**config.mk**
```make
export PLATFORM = sky130hd
export DESIGN_NAME = score_digit_renderer
export DESIGN_NICKNAME = d
export VERILOG_FILES = /design/src/rtl/score_pkg.sv /design/src/rtl/score_digit_renderer_hit.sv /design/src/rtl/score_digit_renderer.sv
export SDC_FILE = /design/constraint.sdc
export NUM_CORES = 1
export LEC_CHECK = 0
export BUFFER_PORTS_ARGS = -buffer_cell sky130_fd_sc_hd__buf_2
export CORE_MARGIN = 4
export CORE_UTILIZATION = 47
export DETAILED_ROUTE_END_ITERATION = 8
export PLACE_DENSITY = 0.77
export SYNTH_ARGS = -nofsm -noshare
export SYNTH_HDL_FRONTEND = slang
export SYNTH_SLANG_ARGS = --single-unit
```
**constraint.sdc**
```tcl
create_clock -name Clk -period 2.9 [get_ports Clk]
set_input_delay 0.29 -clock Clk [delete_from_list [all_inputs] [get_ports Clk]]
set_output_delay 0.29 -clock Clk [all_outputs]
set_load 0.02 [all_outputs]
```
**src/rtl/score_pkg.sv**
```systemverilog
// Shared glyph geometry, address/coordinate types and the glyph-address
// validity check used by the score digit renderer.
package score_pkg;

    localparam int GLYPH_W        = 8;
    localparam int GLYPH_H        = 16;
    localparam int GLYPH_STRIDE   = 16;
    localparam int MAX_GLYPH_ADDR = 144;

    typedef logic [7:0] glyph_addr_t;
    typedef logic [9:0] pix_coord_t;

    // A usable base sits on a glyph boundary and inside the ten-glyph ROM.
    function automatic logic glyph_addr_ok(input glyph_addr_t a);
        return ((int'(a) % GLYPH_STRIDE) == 0) && (int'(a) <= MAX_GLYPH_ADDR);
    endfunction

endpackage

```
**src/rtl/score_digit_renderer_hit.sv**
```systemverilog
// Combinational test of whether a scan position lies inside one digit box,
// returning the glyph row and column it maps to after magnification.
module digit_region_hit
    import score_pkg::*;
#(
    parameter int REGION_X   = 560,
    parameter int REGION_Y   = 16,
    parameter int SCALE_LOG2 = 1
) (
    input  pix_coord_t  draw_x,
    input  pix_coord_t  draw_y,
    output logic        in_region,
    output logic [3:0]  row,
    output logic [2:0]  col
);

    localparam int W = GLYPH_W << SCALE_LOG2;
    localparam int H = GLYPH_H << SCALE_LOG2;

    localparam pix_coord_t X_LO = pix_coord_t'(REGION_X);
    localparam pix_coord_t X_HI = pix_coord_t'(REGION_X + W);
    localparam pix_coord_t Y_LO = pix_coord_t'(REGION_Y);
    localparam pix_coord_t Y_HI = pix_coord_t'(REGION_Y + H);

    // Offsets are only formed once the box test passes, so they never wrap.
    always_comb begin
        in_region = (draw_x >= X_LO) && (draw_x < X_HI) &&
                    (draw_y >= Y_LO) && (draw_y < Y_HI);
        row = '0;
        col = '0;
        if (in_region) begin
            row = 4'((draw_y - Y_LO) >> SCALE_LOG2);
            col = 3'((draw_x - X_LO) >> SCALE_LOG2);
        end
    end

endmodule

```
**src/rtl/score_digit_renderer.sv**
```systemverilog
// Two-digit score overlay: per-frame shadow of the glyph bases, ROM address
// generation and a three-stage pixel pipeline covering the ROM read latency.
module score_digit_renderer
    import score_pkg::*;
#(
    parameter int SCORE_X            = 560,
    parameter int SCORE_Y            = 16,
    parameter int SCALE_LOG2         = 1,
    parameter int DIGIT_GAP          = 4,
    parameter int BLANK_LEADING_ZERO = 1
) (
    input  logic        Clk,
    input  logic        Reset_n,
    input  logic        vs,
    input  glyph_addr_t numAddr1,
    input  glyph_addr_t numAddr2,
    input  pix_coord_t  DrawX,
    input  pix_coord_t  DrawY,
    output glyph_addr_t rom_addr,
    input  logic [7:0]  rom_data,
    output logic        score_pixel_on
);

    localparam int W = GLYPH_W << SCALE_LOG2;

    logic        tens_in, ones_in;
    logic [3:0]  tens_row, ones_row;
    logic [2:0]  tens_col, ones_col;

    digit_region_hit #(
        .REGION_X  (SCORE_X),
        .REGION_Y  (SCORE_Y),
        .SCALE_LOG2(SCALE_LOG2)
    ) u_tens (
        .draw_x   (DrawX),
        .draw_y   (DrawY),
        .in_region(tens_in),
        .row      (tens_row),
        .col      (tens_col)
    );

    digit_region_hit #(
        .REGION_X  (SCORE_X + W + DIGIT_GAP),
        .REGION_Y  (SCORE_Y),
        .SCALE_LOG2(SCALE_LOG2)
    ) u_ones (
        .draw_x   (DrawX),
        .draw_y   (DrawY),
        .in_region(ones_in),
        .row      (ones_row),
        .col      (ones_col)
    );

    logic        vs_dly_q,   vs_dly_d;
    glyph_addr_t shadow1_q,  shadow1_d;
    glyph_addr_t shadow2_q,  shadow2_d;
    glyph_addr_t rom_addr_q, rom_addr_d;
    logic        hit1_q,     hit1_d;
    logic [2:0]  col1_q,     col1_d;
    logic        hit2_q,     hit2_d;
    logic [2:0]  col2_q,     col2_d;
    logic        pixel_q,    pixel_d;
    logic        frame_start;
    logic        tens_ok, ones_ok;

    always_comb begin
        vs_dly_d    = vs;
        frame_start = vs_dly_q & ~vs;
        shadow1_d   = frame_start ? numAddr1 : shadow1_q;
        shadow2_d   = frame_start ? numAddr2 : shadow2_q;

        tens_ok = glyph_addr_ok(shadow1_q) &&
                  !((BLANK_LEADING_ZERO != 0) && (shadow1_q == '0));
        ones_ok = glyph_addr_ok(shadow2_q);

        // Stage 1 reads the current shadow, so a same-edge capture only
        // takes effect from the following pixel.
        rom_addr_d = '0;
        hit1_d     = 1'b0;
        col1_d     = '0;
        if (tens_in) begin
            rom_addr_d = shadow1_q + glyph_addr_t'(tens_row);
            hit1_d     = tens_ok;
            col1_d     = tens_col;
        end else if (ones_in) begin
            rom_addr_d = shadow2_q + glyph_addr_t'(ones_row);
            hit1_d     = ones_ok;
            col1_d     = ones_col;
        end

        hit2_d  = hit1_q;
        col2_d  = col1_q;
        pixel_d = hit2_q & rom_data[3'd7 - col2_q];
    end

    always_ff @(posedge Clk) begin
        if (!Reset_n) begin
            vs_dly_q   <= 1'b1;
            shadow1_q  <= '0;
            shadow2_q  <= '0;
            rom_addr_q <= '0;
            hit1_q     <= 1'b0;
            col1_q     <= '0;
            hit2_q     <= 1'b0;
            col2_q     <= '0;
            pixel_q    <= 1'b0;
        end else begin
            vs_dly_q   <= vs_dly_d;
            shadow1_q  <= shadow1_d;
            shadow2_q  <= shadow2_d;
            rom_addr_q <= rom_addr_d;
            hit1_q     <= hit1_d;
            col1_q     <= col1_d;
            hit2_q     <= hit2_d;
            col2_q     <= col2_d;
            pixel_q    <= pixel_d;
        end
    end

    assign rom_addr       = rom_addr_q;
    assign score_pixel_on = pixel_q;

endmodule
```
==> flow_summary_export.csv, run 1 <==
group,metric,value,unit
routing,drc,0,
timing,drv_slew,0,
final_layout,final_common_cell,"buf_2",
timing,relSlewSlack,0.375,
setup_path,cp.arrival,2.82,ns
floorplanning,num_io_pins,56,
synth,synth_edf_count,0,
synth,synth-seq-area-share,0.348,
routing,wl,4340,µm
final_layout,layout-drive-gt1-share,0.281,
synth,ys_ff_latch,34,
synth,synth.distinct_cells,42,
clocking,cts.sinks,34,
timing,fin_hold_ws,0.212,ns
setup_path,start_kind,"input port",
grt,grt_pass1_vias,1651,
timing,period_minus_slack,2.61,ns
clocking,hold_buffers,0,
synth,syn_nets,283,
synth,netlist_area,0.00195,mm²
routing,vias_per_cell,5.17,
hold_path,min_delay_path_depth,2,
pwr,ir_worst_vdd,0.306,mV
clocking,post-cts-setup-buffers,0,
timing,setup_ws,0.292,ns
timing,rsz0062_at_grt,"false",
place,globalplace.congestion,0.907,
final_layout,syn_to_final_growth,21.7,%
setup_path,endpoint_kind,"flip-flop",
setup_path,crit_slowest_cell,"a2111oi_4",
routing,ant_nets,0,
clocking,cts_root_buf,"clkbuf_8",
grt,grt-ovfl-total,0,
timing,tns,0,ns
setup_path,r2r-start,"shadow1_q[0]",
final_layout,multi_input_area,0.00118,mm²
final_layout,final_cell_mix,"buf_2, nand2_1, dfxtp_1, a21boi_0, nor2b_1",
timing,max_freq,0.383,GHz
setup_path,max_stage_delay,0.39,ns
timing,worst_pin_slew,0.935,ns
setup_path,reg2reg_to,"rom_addr[6]",
pwr,p_leak,1.08,nW
clocking,cts_htree_levels,2,
place,portBuffers,54,
grt,grt_pass1_wl,7230,µm
final_layout,nets,340,
synth,async_reset_ff_frac,0,
setup_path,crit_chain,"buf_2 > nor4_2 > nand4_2 > a2111oi_4 > buf_4 > nor2b_1 > ha_1 > o21ai_0 > o21bai_1 > nor4bb_1 > o21ai_2 > a21boi_1",
final_layout,register_area,681,µm²
setup_path,path_max_fanout,6,
flow_run,max_cap_viol_count,0,
routing,num_vias,1712,
setup_path,crit_type,"in -> reg",
floorplanning,dieHeight,72.5,µm
place,placed_cell_area,0.00229,mm²
timing,finalSetupViolCount,0,
setup_path,worstSetupStartpoint,"DrawX[8]",
final_layout,fillers,370,
timing,fin_worst_skew,0.00436,ns
timing,post-route-period-util,0.899,
grt,antenna_found_initial,0,
synth,syn_inst,223,
clocking,cts_resized,0,
timing,hold_violations,0,
setup_path,crit_end,"rom_addr[7]",
clocking,clkTransAtPathRegs,0.07,ns
status,outcome,"finished clean",
routing,drt_iter0_drc,45,
final_layout,antenna_cells,0,
hold_path,min_path_type,"in -> reg",
setup_path,rr_worst_depth,8,
setup_path,r2r_setup_slack,0.89,ns
clocking,cts_tree,"yes",
routing,drtPass1Iterations,4,
floorplanning,core,0.00400,mm²
synth,yosys_warnings,0,
setup_path,required,3.11,ns
synth,syn_avg_cell_area,8.76,µm²
floorplanning,rows,23,
clocking,cts_made_buffers,5,
routing,wire_per_inst,13.1,µm
place,dp_hpwl,3340,µm
grt,grt_start_max_net_pins,35,
pwr,power.density,402,mW/mm²
place,dp_slack,0.0359,ns
floorplanning,dieArea,0.00525,mm²
clocking,insertion_delay,0.28,ns
floorplanning,start_util,0.489,
floorplanning,fp.dieW,72.5,µm
final_layout,fin_area,0.00238,mm²
grt,grt_usage,0.177,
clocking,cts_buffer_depth,2,
synth,synth_flop_cell,"dfxtp_1",
worst min path at each step:
stage                    from  slack, ns              to
floorplan             Reset_n       0.36        vs_dly_q
global placement       hit2_q       0.41  score_pixel_on
detailed placement  col1_q[1]       0.42       col2_q[1]
CTS                        vs       0.21        vs_dly_q
global route               vs       0.23        vs_dly_q
finish                     vs       0.21        vs_dly_q
state kept, by name, summed over array words and instances, names as in the netlist:
signal,cells
col1_q,3
vs_dly_q,1
rom_addr,8
shadow1_q,8
hit2_q,1
col2_q,3
shadow2_q,8
hit1_q,1
score_pixel_on,1
metrics by stage:
stage	cells	utilization	total power, W
final	331	0.595	0.000956
after global routing	331	0.595	0.00100
after CTS	331	0.595	0.000967
after detailed placement	323	0.572	0.000612
after global placement	323	0.572	0.000609
after floorplan	223	-	0.000565
logic make-up after synthesis:
family,synth area share
xor+xnor,0.0359
fa+ha+maj,0.0909
compound gates,0.204
mux,0.0333
buf+inv,0.0461
simple gates,0.242
flops,0.348
final cells by class:
type | instances | share of cell area
Clock buffer | 7 | 0.0363
Clock inverter | 1 | 0.00210
Inverter | 10 | 0.0158
Multi-Input combinational cell | 168 | 0.498
Sequential cell | 34 | 0.286
Tap cell | 50 | 0.0263
Timing Repair Buffer | 61 | 0.136
report_power, final:
group | leakage, nW | internal (W) | switching [W]
sequential | 0.277 | 0.000480 | 0.0000160
combinational | 0.754 | 0.0000522 | 0.0000533
clock | 0.0482 | 0.000191 | 0.000163
total | 1.08 | 0.000724 | 0.000233
synth_stat cells (2+ instances only):
cell type	count	area [µm²]
a22oi_1	4	30.0
a21boi_0	16	120
nor2b_1	12	75.1
clkbuf_1	9	33.8
nand2b_1	4	25.0
nor3_1	2	10.0
nor2_1	9	33.8
inv_1	10	37.5
o21ai_0	6	30.0
nand3_1	5	25.0
xor2_1	8	70.1
dfxtp_1	34	681
mux2i_1	2	20.0
nand2_1	41	154
o211ai_1	2	15.0
ha_1	11	138
and2_1	9	56.3
mux4_2	2	45.0
fa_1	2	40.0
a211oi_1	3	22.5
a21oi_1	5	25.0
a32oi_1	2	17.5
o21a_1	3	22.5
nor4_1	3	18.8
a22oi_2	2	25.0
worst max-delay path, delay by kind of cell:
kind,cells,cell delay [ns]
simple gates,4,1.05
fa+ha+maj,1,0.22
buf+inv,2,0.30
compound gates,5,0.96
metal layers:
layer / vias to the layer above / GRT usage / part of all wire
li1: 881 / - / -
met1: 780 / 0.216 / 0.44
met2: 47 / 0.299 / 0.49
met3: 4 / 0.0416 / 0.061
met4: 0 / 0.0697 / 0.011
met5: - / 0 / 0
Note: power is estimated with default switching activity, not from simulation.
==> inputs of run 2 (changes only) <==
==> constraint.sdc (replaced) <==
create_clock -name Clk -period 2.9 [get_ports Clk]
set_input_delay 0.87 -clock Clk [delete_from_list [all_inputs] [get_ports Clk]]
set_output_delay 0.87 -clock Clk [all_outputs]
set_load 0.02 [all_outputs]
==> run 2 against run 1 <==
The run now ends with negative setup slack left; power grew 3.9%; core utilization grew 8.8 points; register-to-register slack gained 0.16 ns; maximum frequency shrank 11%; global-route usage grew 0.78 points; via count grew 6.6%; wire length grew 8.4%; sequential power is essentially flat; sequential share of layout area shrank 3.7 points; critical path type unchanged; critical endpoint is now rom_addr[6]; largest cell class unchanged.
==> flow_summary_export.csv, run 2 (synthesis results as in run 1) <==
group,metric,value,unit
timing,max_freq,0.341,GHz
timing,finalSetupViolCount,2,
grt,grt_pass1_vias,1771,
hold_path,min_path_type,"reg -> reg",
clocking,cts_made_buffers,5,
timing,post-route-period-util,1.01,
timing,worst_pin_slew,0.544,ns
final_layout,finish.utilization,0.683,
timing,drv_slew,0,
routing,drtPass1Iterations,4,
clocking,clkTransAtPathRegs,0.07,ns
grt,antenna_found_initial,0,
final_layout,nets,358,
grt,grt-ovfl-total,0,
setup_path,path_delay_family,"simple AND/OR/NAND/NOR gates",
status,failed_checks,"negative setup slack",
setup_path,start_kind,"input port",
routing,vias_per_cell,5.23,
final_layout,layout-drive-gt1-share,0.425,
pwr,switching_share,0.257,
floorplanning,dieArea,0.00525,mm²
grt,grt-busiest-layer,"met2",
setup_path,required,3.08,ns
clocking,cts.sinks,34,
place,dp_slack,-0.395,ns
routing,drt_iter0_drc,47,
timing,rsz0062_at_grt,"true",
clocking,cts_tree,"yes",
final_layout,final_cell_mix,"buf_2, nand2_1, dfxtp_1, buf_4, a21boi_0",
status,outcome,"finished with violations",
clocking,insertion_delay,0.29,ns
grt,grt_usage,0.184,
floorplanning,start_util,0.489,
setup_path,endpoint_kind,"flip-flop",
place,dp_hpwl,3440,µm
setup_path,worstSetupStartpoint,"DrawY[6]",
routing,ant_nets,0,
pwr,power_frac_clock,0.367,
routing,wl,4700,µm
setup_path,crit_chain,"buf_6 > nor4_4 > nand4_4 > nor3_4 > and2_4 > ha_4 > inv_2 > fa_2 > nand2b_4 > a211oi_2 > xor2_1 > a22oi_1 > nor2b_1",
routing,drc,0,
setup_path,cp.arrival,3.11,ns
grt,grt_pass1_wl,7580,µm
floorplanning,fp.dieW,72.5,µm
pwr,ir_worst_vdd,0.336,mV
floorplanning,core,0.00400,mm²
final_layout,final_common_cell,"buf_2",
setup_path,crit_slowest_cell,"fa_2",
place,globalplace.congestion,0.865,
pwr,power.density,364,mW/mm²
pwr,internal_power,0.000738,W
final_layout,antenna_cells,0,
floorplanning,num_io_pins,56,
floorplanning,rows,23,
timing,relSlewSlack,0.637,
pwr,total_power,0.000994,W
floorplanning,dieHeight,72.5,µm
clocking,hold_buffers,0,
pwr,sequentialPowerShare,0.502,
pwr,p_leak,1.19,nW
final_layout,syn_to_final_growth,39.7,%
setup_path,max_stage_delay,0.33,ns
setup_path,r2r-start,"shadow1_q[0]",
pwr,power_frac_comb,0.131,
setup_path,path_max_fanout,3,
flow_run,max_cap_viol_count,0,
timing,period_minus_slack,2.93,ns
setup_path,crit_type,"in -> reg",
place,portBuffers,54,
hold_path,worstHoldStart,"hit2_q",
routing,wire_per_inst,13.5,µm
grt,grtUsageMet3,0.0485,
pwr,p_sw,0.000255,W
timing,fin_worst_skew,0.00448,ns
grt,grt_start_max_net_pins,35,
clocking,cts_buffer_depth,2,
grt,use_met2,0.307,
setup_path,critical_path_buf_inv_count,2,
routing,num_vias,1825,
clocking,cts_htree_levels,2,
timing,setup_ws,-0.0326,ns
timing,hold_violations,0,
timing,fin_hold_ws,0.423,ns
grt,use_met1,0.220,
clocking,cts_root_buf,"clkbuf_8",
[run 2: cell count changes in the layout (fill, tap and decap cells not counted), moves of 3 or more]
cell and change:
inv_2 +3, inv_1 -3, ha_4 +5, and2_1 -4, ha_1 -5, a211oi_1 -3
and2_4 +4, buf_6 +5, a21oi_2 +3, buf_4 +15, a21oi_1 -4
[run 2: power by group through the flow]
stage               Combinational [W]  Sequential (W)  Clock, W
floorplan                   0.0000705        0.000501         0
global placement             0.000120        0.000506         0
detailed placement           0.000123        0.000507         0
CTS                          0.000129        0.000498  0.000378
global route                 0.000146        0.000500  0.000396
finish                       0.000130        0.000499  0.000365
[run 2: layer usage]
| metal | routed length (µm) | vias to the layer above | share of wire |
|---|---|---|---|
| met5 | 0 | - | 0 |
| met4 | 165 | 0 | 0.035 |
| met3 | 337 | 16 | 0.072 |
| met2 | 2210 | 61 | 0.47 |
| met1 | 2000 | 828 | 0.42 |
| li1 | - | 920 | - |
[run 2: final cells by class]
cell class              instances  area [µm²]
inverters                      10        37.5
clock buffers                   6        82.6
multi-input cells             168        1370
clock inverters                 2        12.5
repair buffers                 79         482
fillers                       327        1270
flip-flops and latches         34         681
well taps                      50        62.6
[run 2: through the flow]
stage,TNS (ns),instance area (µm²),cells
after floorplan,-0.760,2050,223
after global placement,-1.83,2490,338
after detailed placement,-1.92,2490,338
after CTS,-0.143,2690,348
after global routing,-0.409,2730,349
final,-0.0406,2730,349
[run 2: worst paths after layout]
path	depth (start not counted)	slack (ns)	endpoint
max reg2reg	8	1.05	rom_addr[6]
min reg2reg	2	0.42	score_pixel_on
min	2	0.42	score_pixel_on
max	13	-0.03	rom_addr[6]
[run 2: worst register-to-register path: stages (launching register included)]
cell,delay [ns]
dfxtp_1,0.41
ha_4,0.17
inv_2,0.04
fa_2,0.33
nand2b_4,0.16
a211oi_2,0.21
xor2_1,0.09
a22oi_1,0.26
nor2b_1,0.07
[run 2: repair_timing]
item | CTS | global route
hold endpoints to repair | 0 | 0
resized for setup | 14 | 8
setup endpoints to repair | 4 | 6
pin swaps | 18 | 12
setup buffers | 2 | 2
